`config.mk`:
```
export PLATFORM = sky130hd
export DESIGN_NAME = studio_keypad_ctrl_flat
export DESIGN_NICKNAME = d
export VERILOG_FILES = /design/src/rtl/studio_keypad_pkg.sv /design/src/rtl/studio_keypad_ctrl_if.sv /design/src/rtl/keypad_hold_timer.sv /design/src/rtl/studio_keypad_ctrl.sv /design/src/flat_wrapper.sv
export SDC_FILE = /design/constraint.sdc
export NUM_CORES = 1
export LEC_CHECK = 0
export BUFFER_PORTS_ARGS = -buffer_cell sky130_fd_sc_hd__buf_4
export CAP_MARGIN = 10
export CORE_MARGIN = 2
export CORE_UTILIZATION = 54
export CTS_CLUSTER_DIAMETER = 100
export CTS_CLUSTER_SIZE = 14
export DETAILED_ROUTE_END_ITERATION = 6
export PLACE_DENSITY = 0.84
export SETUP_SLACK_MARGIN = 0.3
export SYNTH_ARGS = -nofsm -noshare
export SYNTH_HDL_FRONTEND = slang
export SYNTH_HIERARCHICAL = 1
export SYNTH_SLANG_ARGS = --single-unit
```
`constraint.sdc`:
```
create_clock -name clk -period 4.1 [get_ports clk]
set_clock_uncertainty 0.1 [all_clocks]
set_input_delay 0.41 -clock clk [delete_from_list [all_inputs] [get_ports clk]]
set_output_delay 0.41 -clock clk [all_outputs]
set_load 0.01 [all_outputs]
```
`src/rtl/studio_keypad_pkg.sv`:
```
// Shared scan-code map and defaults for the Studio II / VIP keypad controller.
// map_scan() turns a non-extended PS/2 set-2 code into {valid, pad, key}.
package studio_keypad_pkg;

  localparam logic [2:0] SEL_PORT_DEFAULT = 3'd2;

  // Pad 0: main-row digits 0..9 then letters a..f
  localparam logic [7:0] SC_PAD0 [16] = '{
    8'h45, 8'h16, 8'h1E, 8'h26, 8'h25, 8'h2E, 8'h36, 8'h3D,
    8'h3E, 8'h46, 8'h1C, 8'h32, 8'h21, 8'h23, 8'h24, 8'h2B
  };

  // Pad 1: numeric keypad digits 0..9
  localparam logic [7:0] SC_PAD1 [10] = '{
    8'h70, 8'h69, 8'h72, 8'h7A, 8'h6B, 8'h73, 8'h74, 8'h6C, 8'h75, 8'h7D
  };

  typedef struct packed {
    logic       valid;
    logic [1:0] pad;
    logic [3:0] key;
  } key_map_t;

  function automatic key_map_t map_scan(input logic [7:0] code);
    key_map_t m;
    m = '0;
    for (int i = 0; i < 16; i++) begin
      if (code == SC_PAD0[i]) begin
        m.valid = 1'b1;
        m.pad   = 2'd0;
        m.key   = 4'(i);
      end
    end
    for (int i = 0; i < 10; i++) begin
      if (code == SC_PAD1[i]) begin
        m.valid = 1'b1;
        m.pad   = 2'd1;
        m.key   = 4'(i);
      end
    end
    return m;
  endfunction

endpackage

```
`src/rtl/studio_keypad_ctrl_if.sv`:
```
// CPU OUT-instruction bus seen by the keypad controller (strobe, N lines, data).
interface studio_keypad_ctrl_if;
  logic       io_out;
  logic [2:0] io_n;
  logic [7:0] io_dout;

  modport master (output io_out, io_n, io_dout);
  modport slave  (input  io_out, io_n, io_dout);
endinterface

```
`src/rtl/keypad_hold_timer.sv`:
```
// Per-key press stretcher: defers a release until HOLD_CYCLES after the last press.
// clr is a combinational pulse telling the owner to drop the key bit on this edge.
module keypad_hold_timer #(
  parameter logic [15:0] HOLD_CYCLES = 16'd50000
) (
  input  logic clk,
  input  logic resetq,
  input  logic press,
  input  logic rel,
  output logic clr
);

  logic [15:0] cnt;
  logic        pend;

  // A release arriving with the count at 0 or 1 clears on the same edge it would have expired
  assign clr = !press && ((rel && cnt <= 16'd1) || (pend && cnt == 16'd1));

  always_ff @(posedge clk) begin
    if (!resetq) begin
      cnt  <= '0;
      pend <= 1'b0;
    end else if (press) begin
      cnt  <= HOLD_CYCLES;
      pend <= 1'b0;
    end else begin
      if (cnt != 16'd0) cnt <= cnt - 16'd1;
      if (clr)      pend <= 1'b0;
      else if (rel) pend <= 1'b1;
    end
  end

endmodule

```
`src/rtl/studio_keypad_ctrl.sv`:
```
// Multi-pad hex keypad controller: PS/2 + parallel keys -> one EF flag per pad.
// Optional press stretching under KEYPAD_HOLD_EN (uses keypad_hold_timer).
module studio_keypad_ctrl
  import studio_keypad_pkg::*;
#(
  parameter int          NUM_PADS    = 2,
  parameter int          KEY_BITS    = 4,
  parameter logic [2:0]  SEL_PORT    = SEL_PORT_DEFAULT,
  parameter logic [15:0] HOLD_CYCLES = 16'd50000
) (
  input  logic                                clk,
  input  logic                                resetq,
  studio_keypad_ctrl_if.slave                 cpu,
  input  logic [10:0]                         ps2_key,
  input  logic [NUM_PADS*(2**KEY_BITS)-1:0]   ext_keys,
  output logic [NUM_PADS-1:0]                 ef_out,
  output logic [KEY_BITS-1:0]                 key_sel,
  output logic [NUM_PADS*(2**KEY_BITS)-1:0]   key_state
);

  localparam int NK    = 2**KEY_BITS;
  localparam int NKEYS = NUM_PADS * NK;

  logic             tog_q;
  logic             ps2_ev;
  key_map_t         km;
  logic [NKEYS-1:0] press_hit;
  logic [NKEYS-1:0] rel_hit;
  logic [NKEYS-1:0] clr_vec;

  always_comb begin
    ps2_ev    = (ps2_key[10] != tog_q) && !ps2_key[8];
    km        = map_scan(ps2_key[7:0]);
    press_hit = '0;
    rel_hit   = '0;
    for (int i = 0; i < NKEYS; i++) begin
      if (ps2_ev && km.valid && int'(km.pad) < NUM_PADS && int'(km.key) < NK &&
          i == int'(km.pad) * NK + int'(km.key)) begin
        press_hit[i] = ps2_key[9];
        rel_hit[i]   = !ps2_key[9];
      end
    end
  end

`ifdef KEYPAD_HOLD_EN
  for (genvar g = 0; g < NKEYS; g++) begin : g_hold
    keypad_hold_timer #(.HOLD_CYCLES(HOLD_CYCLES)) u_hold (
      .clk    (clk),
      .resetq (resetq),
      .press  (press_hit[g]),
      .rel    (rel_hit[g]),
      .clr    (clr_vec[g])
    );
  end
`else
  assign clr_vec = rel_hit;
  // HOLD_CYCLES only matters in hold builds; kept so both builds share one parameter list
  if (HOLD_CYCLES == 16'd0) begin : g_hold_param_unused
  end
`endif

  if (KEY_BITS < 8) begin : g_dout_unused
    logic unused_dout;
    assign unused_dout = ^cpu.io_dout[7:KEY_BITS];
  end

  always_ff @(posedge clk) begin
    if (!resetq) begin
      tog_q     <= ps2_key[10];
      key_state <= '0;
      key_sel   <= '0;
      ef_out    <= '0;
    end else begin
      tog_q     <= ps2_key[10];
      key_state <= (key_state | press_hit) & ~clr_vec;
      if (cpu.io_out && cpu.io_n == SEL_PORT)
        key_sel <= cpu.io_dout[KEY_BITS-1:0];
      for (int p = 0; p < NUM_PADS; p++)
        ef_out[p] <= key_state[p*NK + int'(key_sel)] | ext_keys[p*NK + int'(key_sel)];
    end
  end

endmodule

```
`src/flat_wrapper.sv`:
```
// flat-port wrapper written by rule: the top's interface ports become plain ports
module studio_keypad_ctrl_flat import studio_keypad_pkg::*;
#(
  parameter int          NUM_PADS    = 2,
  parameter int          KEY_BITS    = 4,
  parameter logic [2:0]  SEL_PORT    = SEL_PORT_DEFAULT,
  parameter logic [15:0] HOLD_CYCLES = 16'd50000
)
  (clk, resetq, ps2_key, ext_keys, ef_out, key_sel, key_state, cpu_io_out, cpu_io_n, cpu_io_dout);
  studio_keypad_ctrl_if cpu_i ();
  input  logic clk;
  input  logic resetq;
  input  logic [10:0] ps2_key;
  input  logic [NUM_PADS*(2**KEY_BITS)-1:0] ext_keys;
  output logic [NUM_PADS-1:0] ef_out;
  output logic [KEY_BITS-1:0] key_sel;
  output logic [NUM_PADS*(2**KEY_BITS)-1:0] key_state;
  input wire logic [$bits(cpu_i.io_out)-1:0] cpu_io_out;
  input wire logic [$bits(cpu_i.io_n)-1:0] cpu_io_n;
  input wire logic [$bits(cpu_i.io_dout)-1:0] cpu_io_dout;
  assign cpu_i.io_out = cpu_io_out;
  assign cpu_i.io_n = cpu_io_n;
  assign cpu_i.io_dout = cpu_io_dout;
  studio_keypad_ctrl #(.NUM_PADS(NUM_PADS), .KEY_BITS(KEY_BITS), .SEL_PORT(SEL_PORT), .HOLD_CYCLES(HOLD_CYCLES)) u_core (.clk(clk), .resetq(resetq), .cpu(cpu_i), .ps2_key(ps2_key), .ext_keys(ext_keys), .ef_out(ef_out), .key_sel(key_sel), .key_state(key_state));
endmodule
```
==> results by stage <==
GRT:
- The total track usage is 26.45%.
- The first global-routing pass estimated between 10000 and 15000 um of wire.
- The total congestion overflow is 0.
- Entering global routing, the biggest net connects 40 pins.
- The initial antenna violation count is 0.
- The via count of the first global-routing pass is 2353.

Clock tree:
- The level count of the clock H-tree is 2.
- The post-cts hold buffer count is 0.
- CTS saw 39 sinks.
- Clock tree synthesis selected as its root buffer the cell clkbuf_8.
- The clock passes through at most 2 buffers.
- The TritonCTS clock tree is done.
- In this run the post-CTS setup repair buffer count came out at 0.
- Gates resized during post-CTS repair numbered 0.
- At the later pin of the worst-skew pair, clock insertion delay measures just under 0.3 ns.
- The total clock buffers created by CTS is 5.
- The post-CTS clock slew at the launch and capture registers of the worst setup and hold paths is 0.07 ns.

Power:
- The static leakage is 1.457 nW.
- The areal power density over the cells is 258.1 nW/um^2.
- The worst IR drop on VDD is around 0.23 mV.

Worst setup path:
- In this run the critical register-to-register path is captured at u_core/ef_out[0].
- The number of cells on the worst reg-to-reg path is 6.
- The required time at the endpoint of the critical path is 4.15 ns.
- The reg-to-reg setup timing slack is 1.88 ns.
- The most critical setup path has its startpoint at ps2_key[2].
- The critical path crosses 7 cells after its start point.
- At the worst endpoint, the arrival time is 2.57 ns.
- The worst setup path category is input port to flip-flop.
- The maximum fanout along the worst path is 24.
- The worst setup path is launched from an input port.
- The kind of cell with the highest combined delay along the critical path is compound AO/OA/AOI/OAI gates.
- The count of buffering cells on the critical path with inverters included is 1.
- In this design, the stage delay of the slowest critical-path cell is 0.53 ns.
- The signal on the critical path passes through buf_4 -> nor4bb_1 -> a31oi_1 -> a2111oi_2 -> o22ai_1 -> o311ai_0 -> o41ai_1.
- In this run the critical register-to-register path is launched from u_core/key_sel[0].
- The cell type of the slowest stage on the worst timing path is a2111oi_2.
- The sort of element at the end of the critical path is a flip-flop.

Routing:
- The average detailed-routed wire length per instance is 16.32 um.
- The pre-antenna-repair detailed-routing pass consisted of 5 iterations.
- Dividing the detail-routed via count by the number of cells gives 6.072.
- The total DRC errors in the routed layout is 0.
- The remaining number of nets flagged by the antenna check after routing is 0.
- The number of vias in the routed layout is 2696.
- The final layout contains routed wiring with a total length of a little over 7000 um.
- The first-iteration detailed-routing DRC count is ~260.

Floorplan:
- The starting density of the core is a little under three fifths.
- The core box area is 4692 sq um.
- From left edge to right edge, the die measures 73.57 um.
- The initialized floorplan defines 25 standard-cell rows.
- From bottom edge to top edge, the die measures 73.57 um.
- The area of the die is 5413 sq um.
- The count of boundary I/O pins is 95.

STA:
- For the finished layout, the period the worst path requires is 2.520 ns.
- Dividing the final minimum period by the clock period gives between 60% and 70%.
- Static timing analysis puts the maximum clock frequency at 0.3968 GHz.
- At the pin with the least slew margin, the transition time is 1.077 ns.
- The final count of pins violating max slew is 0.
- Setup violations remaining at the end of the flow were counted as 0.
- The final worst hold slack is 0.1333 ns.
- In this run the tightest slew margin relative to its limit is 28.13%.
- The aggregate negative setup slack is 0 ns.
- Setup repair after global routing left no endpoint under its margin.
- The final number of hold-violating endpoints was 0.

Cells and area:
- The share of layout cells above drive strength 1 is 28.21%.
- The multi-input combinational cells in the finished layout cover a total of about 1700 sq um.
- The net count of the finished layout is 446.
- With fillers left out, the area of the finished cells amounts to 3341 sq um.
- The layout has 375 filler cells.
- Registers take 780.7 sq um.
- The antenna diode count is 0.
- The filler-free cell count of the finished design is 444.
- The most frequent standard cell in the layout excluding fill and tap cells is buf_4.
- Leaving out fill and tap cells, the most frequent cells in the layout are buf_4 (90), dfxtp_1 (39), nand2_1 (26), nor2_1 (25), mux2i_1 (25).
- Relative to the synthesized area, the layout overhead comes to 27.81%.

Placed design:
- The post-detailed-placement half-perimeter wirelength is 5216 um.
- During placement, the flow inserted port buffers numbering 90.
- The number of placed instances, taps included is roughly 440.
- The global placement routability congestion is around 0.99.
- The post-placement cell area is 3223 sq um.

Synth:
- The part of the Yosys area used for sequential elements is 29.87%.
- Yosys mapped a number of flops with a built-in enable equal to 0.
- The flop and latch count out of synthesis is 39.
- The mean instance size in the synthesized netlist is 8.168 sq um.
- The cell area after technology mapping is 2614 sq um.
- In the synthesized netlist the async set-or-reset flop fraction comes to 0%.
- The biggest area consumer among synthesized cells is dfxtp_1.
- The number of synthesis warnings is 6.
- The cell count after synthesis came out at between 300 and 400.
- The leading register cell type out of synthesis is dfxtp_1.
- By area the synthesized netlist is led by dfxtp_1 (30%), mux2i_1 (9.6%), a21oi_1 (3.8%), nor2b_1 (3.8%), nor3_1 (3.8%).
- The share of the synthesized area in the top cell type is 29.87%.
- Synthesis produced a netlist with a net count of around 380.
- The unique cell type count in the Yosys netlist is 62.

Status:
- The run finished with clean final reports.

Worst hold path:
- The classification of the worst-slack hold path is input port to flip-flop.

Flow run:
- The tool flagged a number of max-cap violations equal to 0.
## cell usage after synthesis (2+ instances only)
library cell / n
a21oi_1: 20
o211ai_1: 2
nor3_1: 20
o21ai_0: 4
and3b_1: 3
o311ai_0: 2
o21a_1: 2
dfxtp_1: 39
a211oi_1: 8
nand4bb_1: 2
buf_4: 3
mux2i_1: 25
nor2_1: 25
buf_2: 8
mux4_2: 2
nand3b_1: 3
nor2b_1: 16
a211o_1: 2
o21ai_1: 4
nand2b_1: 4
nand3_1: 15
and4bb_2: 2
clkbuf_1: 16
nand4_1: 9
o41ai_1: 3
and2_1: 10
a2111oi_2: 2
or3_1: 2
nand2_1: 26
xor2_1: 2
nor4_1: 2
nor3b_1: 4
nor4bb_1: 3
a21boi_1: 2
## how the worst min path moves through the flow
stage	startpoint	slack, ns	end	cells past startpoint
final	ps2_key[10]	0.13	u_core/tog_q	1
after global routing	ps2_key[10]	0.12	u_core/tog_q	1
after CTS	ps2_key[10]	0.13	u_core/tog_q	1
after detailed placement	flip-flop	0.37	flip-flop	2
after global placement	flip-flop	0.37	flip-flop	2
after floorplan	ps2_key[10]	0.34	u_core/tog_q	0
## where the power goes
group / internal, mW / leakage (nW) / switching, mW
Combinational: 0.0680 / 1.08 / 0.0738
Clock: 0.197 / 0.0612 / 0.137
Sequential: 0.382 / 0.315 / 0.00451
Total: 0.647 / 1.46 / 0.216
## layer usage
layer  vias to the layer above  wire length, um  track usage [%]
met5                         -                0                0
met4                         0               72            6.465
met3                         9              475            6.036
met2                       112             3478            40.97
met1                      1248             3221            37.30
li1                       1327                -                -
## layout make-up
type                    count  area share (%)
clock buffers               6           2.472
well taps                  54           2.022
repair buffers             90           20.22
flip-flops and latches     39           23.37
clock inverters             2           1.049
inverters                   1          0.1124
multi-input cells         252           50.75
## logic make-up after synthesis
kind of cell,share of synthesized area [%]
DFF,29.87
muxes,11.73
xor gates and xnor gates,1.005
and+or+nand+nor,34.75
buffers and inverters,5.266
AOI/OAI and AO/OA,17.38
## stage by stage
| step | setup slack, ns | utilization [%] | power, mW |
|---|---|---|---|
| after global placement | 1.507 | 68.69 | 0.5308 |
| final | 1.580 | 71.20 | 0.8622 |
| after floorplan | 1.944 | - | 0.4785 |
| after detailed placement | 1.377 | 68.69 | 0.5345 |
| after global routing | 1.398 | 71.20 | 0.8968 |
| after CTS | 1.656 | 71.20 | 0.8634 |
No activity file was read; power rests on OpenSTA's default activity.
